<file path="src/rtl/fetch_pkg.sv">
// Shared types and constants for the instruction-fetch stage.
// The INT_VEC state exists only when FETCH_INT_EN is defined.
package fetch_pkg;

`ifdef FETCH_INT_EN
  typedef enum logic [1:0] {RST_VEC, FETCH, IMM, INT_VEC} fetch_state_e;
`else
  typedef enum logic [1:0] {RST_VEC, FETCH, IMM} fetch_state_e;
`endif

  localparam logic [3:0] OPC_IMM        = 4'd12;
  localparam logic [7:0] RESET_VEC_ADDR = 8'h00;
  localparam logic [7:0] INT_VEC_ADDR   = 8'h01;
  localparam logic [7:0] NOP            = 8'h00;

  typedef struct packed {
    logic [7:0] instr;
    logic [7:0] imm;
    logic [7:0] pc_plus1;
    logic       valid;
    logic       int_flag;
  } if_id_t;

  localparam if_id_t IF_ID_NOP = '0;

  function automatic logic is_two_byte(input logic [7:0] opc);
    return opc[7:4] == OPC_IMM;
  endfunction

endpackage

</file>
<file path="src/rtl/if_id_reg.sv">
// IF/ID pipeline register: flush clears to NOP and beats stall; otherwise
// stall holds and the default is to load the new bundle.
module if_id_reg
  import fetch_pkg::*;
(
  input  logic   clk,
  input  logic   rst,
  input  logic   i_stall,
  input  logic   i_flush,
  input  if_id_t i_d,
  output if_id_t o_q
);

  if_id_t r_q;

  always_ff @(posedge clk or posedge rst) begin
    if (rst) begin
      r_q <= IF_ID_NOP;
    end else if (i_flush) begin
      r_q <= IF_ID_NOP;
    end else if (!i_stall) begin
      r_q <= i_d;
    end
  end

  assign o_q = r_q;

endmodule

</file>
<file path="src/rtl/fetch_stage.sv">
// Instruction-fetch stage: owns the PC, fetches 1/2-byte instructions and
// inserts the interrupt pseudo-op when built with FETCH_INT_EN.
module fetch_stage
  import fetch_pkg::*;
(
  input  logic       clk,
  input  logic       rst,
  output logic [7:0] imem_addr,
  input  logic [7:0] imem_data,
  input  logic       stall,
  input  logic       flush,
  input  logic       pc_load,
  input  logic [7:0] pc_target,
  input  logic       intr,
  output logic [7:0] instr_out,
  output logic [7:0] imm_out,
  output logic [7:0] pc_plus1_out,
  output logic       valid_out,
  output logic       int_signal_out
);

  fetch_state_e r_state, w_state_d;
  logic [7:0]   r_pc, w_pc_d;
  logic [7:0]   r_opc, w_opc_d;
  logic [7:0]   w_pc_plus1;
  logic         w_hold;
  if_id_t       w_if_id_d, w_if_id_q;

`ifdef FETCH_INT_EN
  logic r_int_pend, w_int_pend_d;
`else
  logic w_unused_intr;
  assign w_unused_intr = intr;
`endif

  assign w_pc_plus1 = r_pc + 8'd1;

  always_comb begin
    imem_addr = r_pc;
    unique case (r_state)
      RST_VEC: imem_addr = RESET_VEC_ADDR;
`ifdef FETCH_INT_EN
      INT_VEC: imem_addr = INT_VEC_ADDR;
`endif
      default: imem_addr = r_pc;
    endcase
  end

  always_comb begin
    w_state_d = r_state;
    w_pc_d    = r_pc;
    w_opc_d   = r_opc;
    w_if_id_d = IF_ID_NOP;
    w_hold    = 1'b0;
`ifdef FETCH_INT_EN
    // Level request is latched every cycle; only taking the interrupt clears it.
    w_int_pend_d = r_int_pend | intr;
`endif
    if (r_state == RST_VEC) begin
      w_pc_d    = imem_data;
      w_state_d = FETCH;
    end else if (pc_load) begin
      w_pc_d    = pc_target;
      w_state_d = FETCH;
    end else if (stall) begin
      w_hold = 1'b1;
    end else begin
      case (r_state)
        FETCH: begin
`ifdef FETCH_INT_EN
          if (r_int_pend) begin
            w_if_id_d.instr    = NOP;
            w_if_id_d.pc_plus1 = r_pc;
            w_if_id_d.valid    = 1'b1;
            w_if_id_d.int_flag = 1'b1;
            w_int_pend_d       = 1'b0;
            w_state_d          = INT_VEC;
          end else
`endif
          if (is_two_byte(imem_data)) begin
            w_opc_d   = imem_data;
            w_pc_d    = w_pc_plus1;
            w_state_d = IMM;
          end else begin
            w_if_id_d.instr    = imem_data;
            w_if_id_d.pc_plus1 = w_pc_plus1;
            w_if_id_d.valid    = 1'b1;
            w_pc_d             = w_pc_plus1;
          end
        end
        IMM: begin
          w_if_id_d.instr    = r_opc;
          w_if_id_d.imm      = imem_data;
          w_if_id_d.pc_plus1 = w_pc_plus1;
          w_if_id_d.valid    = 1'b1;
          w_pc_d             = w_pc_plus1;
          w_state_d          = FETCH;
        end
`ifdef FETCH_INT_EN
        INT_VEC: begin
          w_pc_d    = imem_data;
          w_state_d = FETCH;
        end
`endif
        default: w_state_d = FETCH;
      endcase
    end
  end

  always_ff @(posedge clk or posedge rst) begin
    if (rst) begin
      r_state <= RST_VEC;
      r_pc    <= 8'h00;
      r_opc   <= NOP;
    end else begin
      r_state <= w_state_d;
      r_pc    <= w_pc_d;
      r_opc   <= w_opc_d;
    end
  end

`ifdef FETCH_INT_EN
  always_ff @(posedge clk or posedge rst) begin
    if (rst) begin
      r_int_pend <= 1'b0;
    end else begin
      r_int_pend <= w_int_pend_d;
    end
  end
`endif

  if_id_reg u_if_id_reg (
    .clk     (clk),
    .rst     (rst),
    .i_stall (w_hold),
    .i_flush (flush),
    .i_d     (w_if_id_d),
    .o_q     (w_if_id_q)
  );

  assign instr_out      = w_if_id_q.instr;
  assign imm_out        = w_if_id_q.imm;
  assign pc_plus1_out   = w_if_id_q.pc_plus1;
  assign valid_out      = w_if_id_q.valid;
  assign int_signal_out = w_if_id_q.int_flag;

endmodule

</file>
<file path="config.mk">
export PLATFORM = sky130hd
export DESIGN_NAME = fetch_stage
export DESIGN_NICKNAME = d
export VERILOG_FILES = /design/src/rtl/fetch_pkg.sv /design/src/rtl/if_id_reg.sv /design/src/rtl/fetch_stage.sv
export SDC_FILE = /design/constraint.sdc
export NUM_CORES = 1
export LEC_CHECK = 0
export CORE_AREA = 5 5 76 78
export CTS_BUF_LIST = sky130_fd_sc_hd__clkbuf_4 sky130_fd_sc_hd__clkbuf_8
export CTS_CLUSTER_SIZE = 10
export DETAILED_ROUTE_END_ITERATION = 12
export DIE_AREA = 0 0 81 83
export GPL_ROUTABILITY_DRIVEN = 1
export PLACE_DENSITY = 0.75
export REMOVE_ABC_BUFFERS = 1
export SYNTH_ARGS = -nofsm -noshare
export SYNTH_HDL_FRONTEND = slang
export SYNTH_SLANG_ARGS = --single-unit
export TNS_END_PERCENT = 1
</file>
<file path="constraint.sdc">
create_clock -name clk -period 1.66 [get_ports clk]
set_clock_uncertainty 0.2 [all_clocks]
set_input_delay 0.415 -clock clk [delete_from_list [all_inputs] [get_ports clk]]
set_output_delay 0.415 -clock clk [all_outputs]
set_load 0.05 [all_outputs]
</file>
==> results.yml, run 1 <==
global_route:
  grt_max_degree: 44
  grt-ovfl-total: 0
  grt_pass1_wl_um: 10100
  grt_pass1_vias: 1997
  antenna_found_initial: 0
  grt_usage: 0.192
setup_path:
  cpMaxStageDelayCell: "dfrtp_1"
  cp-start-kind: "register"
  worstPathMaxFanout: 4
  crit_path_end_kind: "output port"
  worstSetupPathType: "register to output port"
  required_ns: 1.04
  crit_chain: "inv_2 -> ha_4 -> buf_8 -> nor2b_4 -> buf_8"
  critPathArrivalTime_ns: 1.32
  slowest_delay_ns: 0.36
  crit_path_frequent_cell: "buf_8"
layout:
  antenna_cells: 0
  final_cells: 358
  area_growth_pct: 65.2
  drive_gt1_frac: 0.427
  post-route-util: 0.713
  seq_area_sq_mm: 0.00108
  multiInputGateArea_sq_mm: 0.00114
  nNetsFinal: 313
  fill_cells: 351
  finish.instance_area_sq_mm: 0.00357
synth:
  synth_ff_type: "dfrtp_1"
  synth.area.top_cells: "dfrtp_1 (50%), a22o_1 (4.0%), nand2_1 (4.0%)"
  synth_seq_cells: 43
  synth_area_sq_mm: 0.00216
  synth.top_cell.area_share: 0.497
  synth.most_common_cell: "dfrtp_1"
  synth-edff-count: 0
  postSynth.asyncResetShare: 1.00
  syn_inst: 201
  ys_seq_area_frac: 0.497
  yosysTopAreaCell: "dfrtp_1"
  synth_area_per_cell_sq_um: 10.8
  yosys-top-cells-count: "dfrtp_1 (43), nand2_1 (23), o21ai_0 (13)"
  synth.distinct_cells: 50
  yosys_warnings: 0
sta:
  rsz0062_at_grt: "yes"
  setup_viol: 36
  fin_crit_ns: 1.93
  period_share: 1.16
  fin_hold_ws_ns: 0.257
  final_hold_viol_count: 0
  maxSlewViolCount: 0
  layout_setup_ws_ns: -0.273
  max_clock_freq_mhz: 517
placement:
  place_congestion: 0.925
  dpl-instance-area_sq_mm: 0.00318
  dpl.cell_count: 344
  dp_hpwl_um: 4270
  portBuffers: 53
drt:
  first_pass_iters: 5
  drt-vias-per-instance: 5.51
  drt-initial-drc-count: 255
  finalWirelength_um: 6540
  vias: 1973
  drc: 0
  wl_per_cell_um: 18.3
  ant_nets: 0
pwr:
  p_per_area_mw_per_mm2: 851
  p_leak_nw: 1.61
  vdd_ir_drop_max_v: 0.000415
  p_total_w: 0.00304
die:
  core_sq_mm: 0.00501
  die_h_um: 83
  die_x_um: 81
  io_pins: 56
  die_area_sq_mm: 0.00672
  num_rows: 26
  start_util: 0.432
clock_tree:
  cts_root_buffer: "clkbuf_8"
  numCtsBuffers: 5
  clkLatencyLatePin_ns: 0.30
  cts.sink_count: 43
  cts_hold_buf: 0
  htreeDepth: 2
  cts_tree: "done"
  clk_path_buf_depth: 2
  clk_pin_slew_ns: 0.09
worst_hold_path:
  min_path_type: "primary input to asynchronous set/reset pin"
run:
  maxCapViolations: 0
status:
  violations: "setup timing"
  status: "complete, but fails checks"
==> logic make-up (layout without fill, tap and decap cells) <==
family	after synthesis	after routing	share of synthesized area
buffers and inverters	19	106	0.0544
adders and majority gates	4	4	0.0231
other	1	1	0.00173
and+or+nand+nor	65	65	0.170
muxes	8	8	0.0468
xor gates and xnor gates	8	8	0.0324
DFF	43	43	0.497
AOI/OAI and AO/OA	53	53	0.174
==> worst paths after layout <==
| kind | start | end | slack [ns] | depth (start not counted) |
|---|---|---|---|---|
| max | r_state[0]$_DFFE_PP0P_ | imem_addr[0] | -0.27 | 5 |
| min | rst | u_if_id_reg.o_q[1]$_DFFE_PP0P_ | 0.26 | 3 |
| max reg2reg | r_state[0]$_DFFE_PP0P_ | r_opc[0]$_DFFE_PP0P_ | -0.13 | 6 |
| min reg2reg | r_opc[7]$_DFFE_PP0P_ | r_opc[7]$_DFFE_PP0P_ | 0.28 | 1 |
| max in group asynchronous | rst | r_pc[4]$_DFFE_PP0P_ | 0.79 | 3 |
| min in group clk | r_opc[7]$_DFFE_PP0P_ | r_opc[7]$_DFFE_PP0P_ | 0.28 | 1 |
==> per-stage QoR <==
stage          setup slack [ns]  setup TNS [ns]
3_5_place_dp             -0.491          -15.96
2_1_floorplan            -0.485          -14.17
5_1_grt                  -0.321           -5.61
4_1_cts                  -0.262           -3.15
6_report                 -0.273           -3.88
3_3_place_gp             -0.429          -14.80
==> registers in the layout (all words and copies together), names as in the netlist <==
| name | cells |
|---|---|
| r_state | 2 |
| r_opc | 8 |
| r_pc | 8 |
| u_if_id_reg.o_q | 25 |
==> worst max-delay path: cells and delay by family (launching register included) <==
family / cells / cell delay (ns)
AND/OR/NAND/NOR: 1 / 0.12
flip-flops: 1 / 0.36
buffers and inverters: 3 / 0.35
adder cells (fa/ha/maj): 1 / 0.18
==> metal layers <==
metal | track usage | share of wire
met5 | 0 | 0
met4 | 0.0676 | 0.027
met3 | 0.0465 | 0.085
met2 | 0.301 | 0.50
met1 | 0.258 | 0.38
==> report_power, final <==
group	switching [W]	internal (W)	total [W]	leakage, nW
clock	0.000380	0.000453	0.000833	0.0548
sequential	0.000100	0.00113	0.00123	0.562
combinational	0.000508	0.000464	0.000973	0.995
total	0.000989	0.00205	0.00304	1.61
==> final cells by class <==
type / count / area share
inverter: 6 / 0.00630
sequential: 43 / 0.301
multi-input combinational: 139 / 0.320
clock buffer: 5 / 0.0193
timing repair buffer: 92 / 0.316
tap: 70 / 0.0245
clock inverter: 3 / 0.0130
==> repair_timing <==
item,in CTS,in global routing
endpoints found under the setup margin,47,47
pin swaps,3,4
gates resized for setup,48,27
endpoints found under the hold margin,0,0
setup buffers,5,1
==> placed cells by master, fill, tap and decap left out, types with 5 or more instances in the layout <==
master	instances
dfrtp_1	43
buf_4	31
buf_12	26
nand2_1	22
clkdlybuf4s50_1	14
buf_6	12
o21ai_1	11
a22o_1	10
nor2b_4	8
a22oi_1	7
nor2_1	7
xnor2_1	5
clkbuf_8	5
dlygate4sd2_1	5
Power figures use the tool's default switching activity.
==> inputs of run 2 (changes only) <==
CELL_PAD_IN_SITES_DETAIL_PLACEMENT = 0   (was not set)
CELL_PAD_IN_SITES_GLOBAL_PLACEMENT = 1   (was not set)
CORE_AREA = 5 5 85 87   (was 5 5 76 78)
DIE_AREA = 0 0 90 92   (was 0 0 81 83)
GPL_ROUTABILITY_DRIVEN = 0   (was 1)
PLACE_DENSITY = not set   (was 0.75)
PLACE_DENSITY_LB_ADDON = 0.1   (was not set)
==> results.yml, run 2 (synthesis gave the netlist of run 1 again) <==
die:
  num_rows: 29
  start_util: 0.345
  io_pins: 56
  die_h_um: 92
  die_x_um: 90
  core_sq_mm: 0.00628
  die_area_sq_mm: 0.00828
clock_tree:
  cts.sink_count: 43
  cts_root_buffer: "clkbuf_8"
  clkLatencyLatePin_ns: 0.29
  cts_tree: "done"
  htreeDepth: 2
  clk_pin_slew_ns: 0.08
  cts_hold_buf: 0
  clk_path_buf_depth: 2
  numCtsBuffers: 5
setup_path:
  critPathArrivalTime_ns: 1.32
  crit_path_end_kind: "output port"
  worstPathMaxFanout: 5
  required_ns: 1.04
  cp-start-kind: "register"
  worstSetupPathType: "register to output port"
run:
  maxCapViolations: 0
sta:
  period_share: 1.16
  fin_hold_ws_ns: 0.261
  rsz0062_at_grt: "yes"
  final_hold_viol_count: 0
  fin_crit_ns: 1.93
  max_clock_freq_mhz: 517
  setup_viol: 46
  tns_ns: -6.48
  maxSlewViolCount: 0
  layout_setup_ws_ns: -0.273
placement:
  portBuffers: 53
  dp_hpwl_um: 4600
  dpl-instance-area_sq_mm: 0.00319
layout:
  finish.instance_area_sq_mm: 0.00357
  area_growth_pct: 65.1
  fill_cells: 559
  drive_gt1_frac: 0.424
  nNetsFinal: 315
  seq_area_sq_mm: 0.00108
  multiInputGateArea_sq_mm: 0.00111
  antenna_cells: 0
  largest_reg_flops: 25
  layout_common_cells: "dfrtp_1 (43), buf_4 (31), buf_12 (27), nand2_1 (21), clkdlybuf4s50_1 (17)"
  layout_commonest_cell: "dfrtp_1"
global_route:
  grt_pass1_wl_um: 10500
  grt_usage: 0.156
  antenna_found_initial: 0
  grt-ovfl-total: 0
  grt_pass1_vias: 1922
  grt_max_degree: 44
status:
  status: "complete, but fails checks"
  violations: "setup timing"
drt:
  vias: 1859
  drc: 0
  wl_per_cell_um: 17.1
  drt-initial-drc-count: 66
  first_pass_iters: 4
  finalWirelength_um: 6260
  drt-vias-per-instance: 5.07
  ant_nets: 0
pwr:
  vdd_ir_drop_max_v: 0.000397
  p_per_area_mw_per_mm2: 797
  p_leak_nw: 1.62
  p_total_w: 0.00285
worst_hold_path:
  min_path_type: "primary input to asynchronous set/reset pin"
## run 2: cell types whose count changed in the layout (fill, tap and decap cells not counted), sizes merged, moves of 2 or more
cell           previous run  this run
clkdlybuf4s50            14        17
clkinv                    0         4
dlygate4sd2               5         3
inv                       7         5
## run 2: power breakdown
part           internal [W]  leakage, nW  switching [W]
registers           0.00113        0.562      0.0000969
logic              0.000468         1.01       0.000495
clock network      0.000288       0.0477       0.000364
## run 2: metal layers
metal / track usage / share of wire
met1: 0.203 / 0.44
met2: 0.264 / 0.50
met3: 0.0360 / 0.045
met4: 0.0372 / 0.0094
met5: 0 / 0
## run 2: cell type report
class,instances,area share
Clock inverter,3,0.00420
Tap cell,77,0.0270
Clock buffer,5,0.0193
Multi-Input combinational cell,139,0.310
Inverter,6,0.00631
Sequential cell,43,0.301
Timing Repair Buffer,94,0.332
## run 2: final timing paths
check / to / from / cells after the start / slack, ns
min in group clk: r_opc[7]$_DFFE_PP0P_ / r_opc[7]$_DFFE_PP0P_ / 1 / 0.27
max in group asynchronous: r_opc[0]$_DFFE_PP0P_ / rst / 3 / 0.79
min: u_if_id_reg.o_q[23]$_DFFE_PP0P_ / rst / 3 / 0.26
max reg2reg: r_opc[3]$_DFFE_PP0P_ / r_state[0]$_DFFE_PP0P_ / 7 / -0.19
min reg2reg: r_opc[7]$_DFFE_PP0P_ / r_opc[7]$_DFFE_PP0P_ / 1 / 0.27
max: imem_addr[1] / r_state[0]$_DFFE_PP0P_ / 5 / -0.27
## run 2: metrics by stage
stage	instances	utilization	setup slack, ns
3_3_place_gp	350	0.508	-0.506
6_report	367	0.569	-0.273
2_1_floorplan	188	-	-0.485
5_1_grt	367	0.569	-0.316
4_1_cts	363	0.557	-0.285
3_5_place_dp	350	0.508	-0.496
## run 2: timing repair
| item | 4_1_cts | 5_1_grt |
|---|---|---|
| pin swaps | 8 | 2 |
| hold endpoints to repair | 0 | 0 |
| endpoints found under the setup margin | 49 | 51 |
| setup buffers | 4 | 4 |
| gates cloned | 1 | 0 |
| gates resized for setup | 55 | 16 |
## run 2: critical path: stages, from the launching register on
cell	delay, ns
dfrtp_1	0.37
inv_2	0.06
ha_4	0.18
buf_8	0.15
nor2b_4	0.11
buf_6	0.16
